## src/rtl/instr_fetch_unit_pkg.sv

```systemverilog
// Shared fetch-stage definitions: opcodes, reset PC, FSM states, buffer entry, immediates.
// Latency: n/a (types, constants and pure functions only).
// Backpressure: n/a.
package instr_fetch_unit_pkg;

  localparam logic [6:0]  OPC_JAL          = 7'b1101111;
  localparam logic [6:0]  OPC_BRANCH       = 7'b1100011;
  localparam logic [31:0] RESET_PC_DEFAULT = 32'h0000_0000;

  typedef enum logic [1:0] {
    ST_BOOT = 2'd0,
    ST_RUN  = 2'd1,
    ST_IDLE = 2'd2
  } fetch_state_t;

  // One buffered fetch result: 65 bits {pc, instr, pred}.
  typedef struct packed {
    logic [31:0] pc;
    logic [31:0] instr;
    logic        pred;
  } fetch_entry_t;

  function automatic logic [31:0] j_imm(input logic [31:0] instr);
    return {{12{instr[31]}}, instr[19:12], instr[20], instr[30:21], 1'b0};
  endfunction

  function automatic logic [31:0] b_imm(input logic [31:0] instr);
    return {{20{instr[31]}}, instr[7], instr[30:25], instr[11:8], 1'b0};
  endfunction

endpackage

```

## src/rtl/instr_fetch_unit_skid_fifo.sv

```systemverilog
// Circular buffer of fetch_entry_t with push/pop/flush and occupancy count.
// Latency: a push is visible at the head the cycle after it is written.
// Backpressure: none internally; caller must not push when full unless also popping.
// Ports: clk, rst (async high), flush, push/push_dat, pop, head_dat, empty, count.
module fetch_skid_fifo
  import instr_fetch_unit_pkg::*;
#(
  parameter int DEPTH = 2,
  parameter int CNT_W = $clog2(DEPTH + 1)
) (
  input  logic               clk,
  input  logic               rst,
  input  logic               flush,
  input  logic               push,
  input  fetch_entry_t       push_dat,
  input  logic               pop,
  output fetch_entry_t       head_dat,
  output logic               empty,
  output logic [CNT_W-1:0]   count
);

  localparam int PTR_W = (DEPTH > 1) ? $clog2(DEPTH) : 1;

  fetch_entry_t           mem_q [DEPTH];
  logic [PTR_W-1:0]       wr_ptr_q, wr_ptr_d;
  logic [PTR_W-1:0]       rd_ptr_q, rd_ptr_d;
  logic [CNT_W-1:0]       count_q, count_d;

  // Depth is a power of two, so the pointers wrap naturally at DEPTH.
  always_comb begin
    wr_ptr_d = wr_ptr_q;
    rd_ptr_d = rd_ptr_q;
    count_d  = count_q;
    if (flush) begin
      wr_ptr_d = '0;
      rd_ptr_d = '0;
      count_d  = '0;
    end else begin
      if (push) wr_ptr_d = wr_ptr_q + PTR_W'(1);
      if (pop)  rd_ptr_d = rd_ptr_q + PTR_W'(1);
      case ({push, pop})
        2'b10:   count_d = count_q + CNT_W'(1);
        2'b01:   count_d = count_q - CNT_W'(1);
        default: count_d = count_q;
      endcase
    end
  end

  always_ff @(posedge clk or posedge rst) begin
    if (rst) begin
      wr_ptr_q <= '0;
      rd_ptr_q <= '0;
      count_q  <= '0;
    end else begin
      wr_ptr_q <= wr_ptr_d;
      rd_ptr_q <= rd_ptr_d;
      count_q  <= count_d;
    end
  end

  // Storage needs no reset: contents are only observed when count is non-zero.
  always_ff @(posedge clk) begin
    if (push && !flush) mem_q[wr_ptr_q] <= push_dat;
  end

  assign head_dat = mem_q[rd_ptr_q];
  assign empty    = (count_q == '0);
  assign count    = count_q;

endmodule

```

## src/rtl/instr_fetch_unit.sv

```systemverilog
// Fetch stage: owns the PC, issues instruction memory reads, buffers {pc, instr, pred} for decode.
// Latency: request in cycle N appears on if_* in N+1 (landing word bypasses an empty buffer).
// Backpressure: if_ready=0 holds the head; issue stops once buffered + in-flight reaches FIFO_DEPTH.
// Ports: clk, rst (async high), fetch_en, redirect_valid/redirect_pc, mem_addr/mem_renable/mem_rdata,
//        mem_addrpred/mem_rdata_pred, if_valid/if_ready/if_instr/if_pc/if_pred_taken.
// Build option: define FETCH_PREDICT_EN to predecode JAL and backward branches for taken prediction.
module instr_fetch_unit
  import instr_fetch_unit_pkg::*;
#(
  parameter logic [31:0] RESET_PC   = RESET_PC_DEFAULT,
  parameter int          FIFO_DEPTH = 2
) (
  input  logic        clk,
  input  logic        rst,
  input  logic        fetch_en,
  input  logic        redirect_valid,
  input  logic [31:0] redirect_pc,
  output logic [31:0] mem_addr,
  output logic        mem_renable,
  input  logic [31:0] mem_rdata,
  output logic [31:0] mem_addrpred,
  input  logic [31:0] mem_rdata_pred,
  output logic        if_valid,
  input  logic        if_ready,
  output logic [31:0] if_instr,
  output logic [31:0] if_pc,
  output logic        if_pred_taken
);

  localparam int CNT_W = $clog2(FIFO_DEPTH + 1);
  localparam int OCC_W = CNT_W + 1;

  fetch_state_t  state_q, state_d;
  logic [31:0]   pc_q, pc_d;
  logic          inflight_q, inflight_d;
  logic [31:0]   inflight_pc_q, inflight_pc_d;
  logic          inflight_pred_q, inflight_pred_d;

  fetch_entry_t     fifo_head, landing, head;
  logic             fifo_empty;
  logic [CNT_W-1:0] fifo_count;
  logic             head_valid, deq, push, pop, issue;
  logic [OCC_W-1:0] occ;
  logic [31:0]      next_pc;
  logic             pred_taken;

  logic unused_rpc_lsb;
  assign unused_rpc_lsb = ^redirect_pc[1:0];

  // Predecode of the word being requested this cycle.
`ifdef FETCH_PREDICT_EN
  assign mem_addrpred = pc_q;
  always_comb begin
    next_pc    = pc_q + 32'd4;
    pred_taken = 1'b0;
    if (mem_rdata_pred[6:0] == OPC_JAL) begin
      next_pc    = pc_q + j_imm(mem_rdata_pred);
      pred_taken = 1'b1;
    end else if (mem_rdata_pred[6:0] == OPC_BRANCH && mem_rdata_pred[31]) begin
      next_pc    = pc_q + b_imm(mem_rdata_pred);
      pred_taken = 1'b1;
    end
  end
`else
  logic unused_pred_word;
  assign unused_pred_word = ^mem_rdata_pred;
  assign mem_addrpred     = 32'h0;
  assign next_pc          = pc_q + 32'd4;
  assign pred_taken       = 1'b0;
`endif

  // The returning word is presented directly when the buffer is empty,
  // giving one-cycle request-to-valid latency.
  assign landing    = {inflight_pc_q, mem_rdata, inflight_pred_q};
  assign head_valid = !fifo_empty || inflight_q;
  assign head       = fifo_empty ? landing : fifo_head;
  assign deq        = head_valid && if_ready;

  // A redirect makes the landing word stale; a bypassed word consumed by decode is not stored.
  assign push = inflight_q && !redirect_valid && !(fifo_empty && deq);
  assign pop  = deq && !fifo_empty && !redirect_valid;

  // Space check counts the word still in flight, less the one leaving this cycle.
  assign occ   = OCC_W'(fifo_count) + OCC_W'(inflight_q) - OCC_W'(deq);
  assign issue = (state_q == ST_RUN) && fetch_en && !redirect_valid &&
                 (occ < OCC_W'(FIFO_DEPTH));

  always_comb begin
    state_d = state_q;
    case (state_q)
      ST_BOOT: state_d = ST_RUN;
      ST_RUN:  if (!fetch_en) state_d = ST_IDLE;
      ST_IDLE: if (fetch_en)  state_d = ST_RUN;
      default: state_d = ST_BOOT;
    endcase
  end

  always_comb begin
    pc_d            = pc_q;
    inflight_d      = issue;
    inflight_pc_d   = inflight_pc_q;
    inflight_pred_d = inflight_pred_q;
    if (redirect_valid) begin
      pc_d = {redirect_pc[31:2], 2'b00};
    end else if (issue) begin
      pc_d            = next_pc;
      inflight_pc_d   = pc_q;
      inflight_pred_d = pred_taken;
    end
  end

  always_ff @(posedge clk or posedge rst) begin
    if (rst) begin
      state_q         <= ST_BOOT;
      pc_q            <= RESET_PC;
      inflight_q      <= 1'b0;
      inflight_pc_q   <= 32'h0;
      inflight_pred_q <= 1'b0;
    end else begin
      state_q         <= state_d;
      pc_q            <= pc_d;
      inflight_q      <= inflight_d;
      inflight_pc_q   <= inflight_pc_d;
      inflight_pred_q <= inflight_pred_d;
    end
  end

  fetch_skid_fifo #(
    .DEPTH (FIFO_DEPTH),
    .CNT_W (CNT_W)
  ) u_fifo (
    .clk      (clk),
    .rst      (rst),
    .flush    (redirect_valid),
    .push     (push),
    .push_dat (landing),
    .pop      (pop),
    .head_dat (fifo_head),
    .empty    (fifo_empty),
    .count    (fifo_count)
  );

  assign mem_addr      = pc_q;
  assign mem_renable   = issue;
  assign if_valid      = head_valid;
  assign if_pc         = head_valid ? head.pc    : 32'h0;
  assign if_instr      = head_valid ? head.instr : 32'h0;
  assign if_pred_taken = head_valid && head.pred;

endmodule

```

## config.mk

```make
export PLATFORM = sky130hd
export DESIGN_NAME = instr_fetch_unit
export DESIGN_NICKNAME = d
export VERILOG_FILES = /design/src/rtl/instr_fetch_unit_pkg.sv /design/src/rtl/instr_fetch_unit_skid_fifo.sv /design/src/rtl/instr_fetch_unit.sv
export SDC_FILE = /design/constraint.sdc
export NUM_CORES = 1
export LEC_CHECK = 0
export ABC_AREA = 1
export CORE_ASPECT_RATIO = 0.7
export CORE_MARGIN = 2
export CORE_UTILIZATION = 40
export CTS_BUF_LIST = sky130_fd_sc_hd__clkbuf_8 sky130_fd_sc_hd__clkbuf_16
export DETAILED_ROUTE_END_ITERATION = 10
export PLACE_DENSITY = 0.71
export SYNTH_ARGS = -nofsm -noshare
export SYNTH_HDL_FRONTEND = slang
export SYNTH_HIERARCHICAL = 1
export SYNTH_SLANG_ARGS = --single-unit
```

## constraint.sdc

```tcl
create_clock -name clk -period 4.5 [get_ports clk]
set_input_delay 0.9 -clock clk [delete_from_list [all_inputs] [get_ports clk]]
set_output_delay 0.9 -clock clk [all_outputs]
set_load 0.05 [all_outputs]
```

==> results of run 1 <==
==> final timing paths <==
kind	startpoint	cells past startpoint	end
min in group asynchronous	rst	2	u_fifo/count[1]$_DFFE_PP0P_
worst min-delay path	inflight_pc_q[3]$_DFFE_PP0P_	0	u_fifo/mem_q[1][36]$_DFFE_PP_
max in group asynchronous	rst	3	inflight_pc_q[19]$_DFFE_PP0P_
worst max register to register	inflight_q$_DFF_PP0_	13	mem_addr[20]$_DFFE_PP0P_
worst max-delay path	if_ready	12	mem_renable
worst min register to register	inflight_pc_q[3]$_DFFE_PP0P_	0	u_fifo/mem_q[1][36]$_DFFE_PP_
==> cells in the mapped netlist, types with 3 or more instances <==
| cell type | n | area, um^2 |
|---|---|---|
| nand2_1 | 299 | 1120 |
| edfxtp_1 | 130 | 3900 |
| nand3_1 | 102 | 510 |
| inv_1 | 70 | 263 |
| nor2_1 | 70 | 263 |
| dfrtp_1 | 67 | 1680 |
| buf_4 | 39 | 293 |
| mux2_2 | 37 | 417 |
| a21oi_1 | 35 | 175 |
| o21ai_0 | 34 | 170 |
| mux2_4 | 28 | 420 |
| clkbuf_1 | 22 | 82.6 |
| buf_2 | 9 | 45.0 |
| nor2_4 | 8 | 90.1 |
| nor2_2 | 6 | 37.5 |
| buf_6 | 5 | 56.3 |
| nand2_2 | 4 | 25.0 |
| o21ai_1 | 4 | 20.0 |
| buf_1 | 3 | 11.3 |
==> stage by stage <==
step,instance area [um^2],total power [mW],cells,hold slack [ps]
global placement,11600,5.61,1450,481
global route,12200,7.53,1482,503
CTS,12200,7.25,1482,495
detailed placement,11600,5.64,1450,478
floorplan,9920,4.60,1032,464
finish,12200,7.19,1482,498
==> flip-flops by register name (all words and copies together) (netlist names) <==
signal / flops
inflight_pc_q: 30
inflight_q: 1
mem_addr: 30
state_q: 2
u_fifo/count: 2
u_fifo/mem_q: 130
u_fifo/rd_ptr_q: 1
u_fifo/wr_ptr_q: 1
==> layout make-up <==
cell class / instances / area (um^2) / share of cell area
clock buffer: 18 / 439 / 0.0360
clock inverter: 14 / 173 / 0.0141
inverter: 71 / 268 / 0.0219
multi-input combinational: 686 / 3600 / 0.295
sequential: 197 / 5590 / 0.457
tap: 318 / 398 / 0.0326
timing repair buffer: 178 / 1750 / 0.143
==> logic make-up after synthesis <==
| group | share of synthesized area |
|---|---|
| AOI/OAI and AO/OA | 0.0407 |
| xor gates and xnor gates | 0.00269 |
| adders and majority gates | 0.00461 |
| buffers and inverters | 0.0772 |
| DFF | 0.571 |
| muxes | 0.0856 |
| other | 0.000384 |
| and+or+nand+nor | 0.218 |
==> per-layer routing <==
metal  wire length [um]  up-vias  share of wire
met5                  0        -              0
li1                   -     3530              -
met1              11100     3530           0.46
met2              10700      252           0.45
met4                295        0          0.012
met3               1770       20          0.074
==> layout by cell type, fill, tap and decap left out, drive strengths merged <==
| cell type | netlist | final |
|---|---|---|
| nand2 | 305 | 305 |
| clkdlybuf4s50 | 0 | 151 |
| edfxtp | 130 | 130 |
| nand3 | 103 | 103 |
| nor2 | 84 | 84 |
| inv | 71 | 75 |
| dfrtp | 67 | 67 |
| mux2 | 65 | 65 |
| conb | 1 | 40 |
| o21ai | 38 | 38 |
| a21oi | 35 | 35 |
| buf | 56 | 27 |
| clkbuf | 22 | 18 |
| clkinv | 0 | 4 |
| bufinv | 0 | 3 |
| clkinvlp | 0 | 3 |
| nand4 | 3 | 3 |
| xor2 | 2 | 2 |
| o211ai | 2 | 2 |
| and2 | 2 | 2 |
| ha | 2 | 2 |
| or2 | 1 | 1 |
| xnor2 | 1 | 1 |
| nor3 | 1 | 1 |
| o21a | 1 | 1 |
| fa | 1 | 1 |
==> critical path, cell delays in order <==
cell and delay (ps):
clkdlybuf4s50_1 480, inv_1 60, nor2_1 110, ha_1 230, inv_1 50, nand2_1 60, fa_1 500, inv_1 60
nor2_4 100, nand3_2 90, nor2_4 190, buf_12 170
==> power breakdown <==
| part | switching (mW) | internal [mW] |
|---|---|---|
| clock network | 0.687 | 0.896 |
| registers | 0.279 | 2.21 |
| logic | 2.16 | 0.960 |
| total | 3.12 | 4.07 |
==> results.cfg, run 1 <==
[synth]
ys_async_sr_fraction = 0.340
avgSynthCellArea_um2 = 9.84
synth.distinct_cells = 34
ys_ff_latch = 197
synth_cells = 993
synth_edf_count = 130
syn_area_um2 = 9770
ys_seq_area_frac = 0.571
ys_warn_count = 6
synthFlopType = edfxtp_1

[power_and_ir_drop]
peakVddDrop_mv = 0.719
p_leak_nw = 4.99
power_density_nw_per_um2 = 589

[setup_path]
worst-path-max-fanout = 2
path_class = in -> out
critPathCaptureType = output port
worstPathArrival_ps = 2990
reg2reg_slack_ps = 1240
critPathLaunchType = input port
crit_required_ps = 3600

[finish]
drive_above_1_share = 0.133
final_util = 0.513
area_growth_syn_to_layout_pct = 25.0
fin_nets = 1255
antenna_cells = 0
n_fill_cell = 2191

[placement]
place_ws_ps = 631
dp_hpwl_mm = 16.2
gp_congestion = 0.877
io_buffers = 163

[floorplan]
fp.dieW_um = 191
die-area_um2 = 25700
core_area_um2 = 23800
start_util = 0.410
rows = 47
die_h_um = 135
ios = 232

[sta]
fmax_ghz = 0.257
finalSetupViolations = 0
relSlewSlack = 0.316
tightest_slew_ps = 1020
period_share = 0.865
slew_violations = 0
finalCriticalPeriod_ps = 3890
fin_setup_tns_ps = 0
finalHoldViolCount = 0
rsz0062_at_grt = false
fin_skew_ps = 13.0
fin_ws_ps = 608

[detailed_routing]
num_vias = 7332
vias_per_cell = 4.95
drc_errors = 0
wl_per_cell_um = 16.1
ant_nets = 0
initialDrtViolationCount = 657
drt-pass1-iter-count = 5
wirelength_mm = 23.9

[cts]
cts_hold_buf = 0
insertion_delay_ps = 440
tritoncts = yes
cts_resized = 0
cts_sinks = 197
cts_buffers = 17
cts-root-buf = clkbuf_16
htree_levels = 4
clk_pin_slew_ps = 70
post_cts_buffers = 0
clock_path_buffers = 2

[grt]
grt_pass1_vias = 6979
grt_pass1_wl_mm = 37.1
antenna_found_initial = 0
grt_max_degree = 99
grt_usage = 0.188
grt-busiest-layer = met2
use_met2 = 0.285
use_met1 = 0.272
use_met3 = 0.0382
gr-total-overflow = 0

[hold_path]
worstHoldPathType = reg -> reg

[job]
drv_cap = 0

[outcome]
status = finished, final reports clean
Note: power is estimated with default switching activity, not from simulation.
==> run 2: changes to the inputs <==
--- a/config.mk
+++ b/config.mk
@@ -7,7 +7,7 @@
 export LEC_CHECK = 0
 export ABC_AREA = 1
 export CORE_ASPECT_RATIO = 0.7
-export CORE_MARGIN = 2
+export CORE_MARGIN = 1
 export CORE_UTILIZATION = 40
 export CTS_BUF_LIST = sky130_fd_sc_hd__clkbuf_8 sky130_fd_sc_hd__clkbuf_16
 export DETAILED_ROUTE_END_ITERATION = 10
==> run 2 against run 1 <==
Net effect:
- critical path depth stayed put
- cell count stayed put
- utilization is 0.19 points higher
- cell area is 0.38% higher
- flip-flop and latch count stayed put
- count of clock-buffer cells in the layout is 2 higher
- register-to-register slack better by 30 ps
- first-iteration DRC count is 30% lower
==> results.cfg, run 2 (synthesized netlist as in run 1, its figures left out) <==
[finish]
area_growth_syn_to_layout_pct = 25.4
fin_nets = 1254
drive_above_1_share = 0.122
final_common_cell = nand2_1
final_util = 0.515
largest_register_ff_count = 130
final_cell_mix = 299 x nand2_1, 162 x clkdlybuf4s50_1, 130 x edfxtp_1
top_register = u_fifo/mem_q
seq_area_um2 = 5590
finalNonFillerCells = 1482
multi_input_comb_area_um2 = 3600
n_fill_cell = 2178
design_area_um2 = 12300

[grt]
grt_pass1_vias = 7039
gr-total-overflow = 0
use_met2 = 0.286
grt-busiest-layer = met2
use_met1 = 0.283
grt_pass1_wl_mm = 37.4
grt_max_degree = 99
use_met3 = 0.0501
grt_usage = 0.193
antenna_found_initial = 1

[setup_path]
crit_path_frequent_cell = inv_1
critPathLaunchType = input port
worstPathCellList = clkdlybuf4s50_1 > inv_1 > nor2_1 > ha_1 > inv_1 > nand2_1 > fa_1 > inv_1 > nor2_4 > nand3_2 > nor2_4 > buf_12
path_class = in -> out
max_stage_delay_ps = 490
path_buf_inv = 5
cp_top_family = buffers and inverters
worst-path-max-fanout = 2
critPathCaptureType = output port
worstPathArrival_ps = 3020
cp_slowest_cell = fa_1
crit_required_ps = 3600

[sta]
slew_violations = 0
hold_slack_ps = 503
finalHoldViolCount = 0
fin_setup_tns_ps = 0
tightest_slew_ps = 1010
finalSetupViolations = 0
fin_skew_ps = 8.91
period_share = 0.870
relSlewSlack = 0.329
finalCriticalPeriod_ps = 3920
rsz0062_at_grt = false
fmax_ghz = 0.255
fin_ws_ps = 585

[power_and_ir_drop]
peakVddDrop_mv = 0.599
finalPower_mw = 7.23
power_density_nw_per_um2 = 590
p_leak_nw = 4.99

[cts]
cts-root-buf = clkbuf_16
cts_buffers = 17
htree_levels = 4
cts_resized = 0
insertion_delay_ps = 430
tritoncts = yes
clock_path_buffers = 2
cts_sinks = 197
cts_hold_buf = 0
clk_pin_slew_ps = 70
post_cts_buffers = 0

[floorplan]
die-area_um2 = 25100
fp.dieW_um = 189
rows = 47
die_h_um = 133
core_area_um2 = 23800
ios = 232
start_util = 0.410

[placement]
gp_congestion = 0.890
dp.cells = 1449
dp_hpwl_mm = 16.0
place_ws_ps = 597
placed_cell_area_um2 = 11600
io_buffers = 163

[detailed_routing]
wl_per_cell_um = 15.9
drt-pass1-iter-count = 5
initialDrtViolationCount = 460
vias_per_cell = 4.90
wirelength_mm = 23.6
drc_errors = 0
ant_nets = 0
num_vias = 7266

[hold_path]
worstHoldPathType = reg -> reg

[job]
drv_cap = 0

[outcome]
status = finished, final reports clean
run 2: changes by cell type in the layout (fill, tap and decap cells not counted), moves of 2 or more:
cell | previous run | this run
buf_4 | 24 | 12
clkdlybuf4s50_1 | 151 | 162
clkinvlp_4 | 3 | 0
clkbuf_16 | 17 | 19
clkinv_4 | 0 | 2
inv_1 | 68 | 70
inv_6 | 4 | 2
run 2: layer usage:
layer | part of all wire | wire length, um
met3 | 0.064 | 1520
met5 | 0 | 0
met4 | 0.0067 | 158
met1 | 0.49 | 11500
met2 | 0.44 | 10400
run 2: area by class of cell:
| cell class | instances | share of cell area |
|---|---|---|
| inverter | 71 | 0.0217 |
| clock inverter | 12 | 0.0120 |
| tap | 318 | 0.0324 |
| sequential | 197 | 0.456 |
| clock buffer | 20 | 0.0399 |
| timing repair buffer | 177 | 0.144 |
| antenna | 1 | 0.000204 |
| multi-input combinational | 686 | 0.294 |
run 2: path summary, 6_finish.rpt:
path	depth (start not counted)	startpoint	to	slack (ps)
hold / removal	0	inflight_pc_q[3]$_DFFE_PP0P_	u_fifo/mem_q[1][36]$_DFFE_PP_	500
max in group asynchronous	3	rst	inflight_pc_q[12]$_DFFE_PP0P_	2600
hold reg to reg	0	inflight_pc_q[3]$_DFFE_PP0P_	u_fifo/mem_q[1][36]$_DFFE_PP_	500
setup / recovery	12	if_ready	mem_renable	580
setup reg to reg	20	u_fifo/count[1]$_DFFE_PP0P_	mem_addr[19]$_DFFE_PP0P_	1270
min in group asynchronous	2	rst	u_fifo/rd_ptr_q$_DFFE_PP0P_	710
run 2: report_power, final:
group          total (mW)  switching, mW  internal, mW
clock network        1.62          0.668         0.955
registers            2.49          0.274          2.21
logic                3.12           2.15         0.973
total                7.23           3.09          4.14
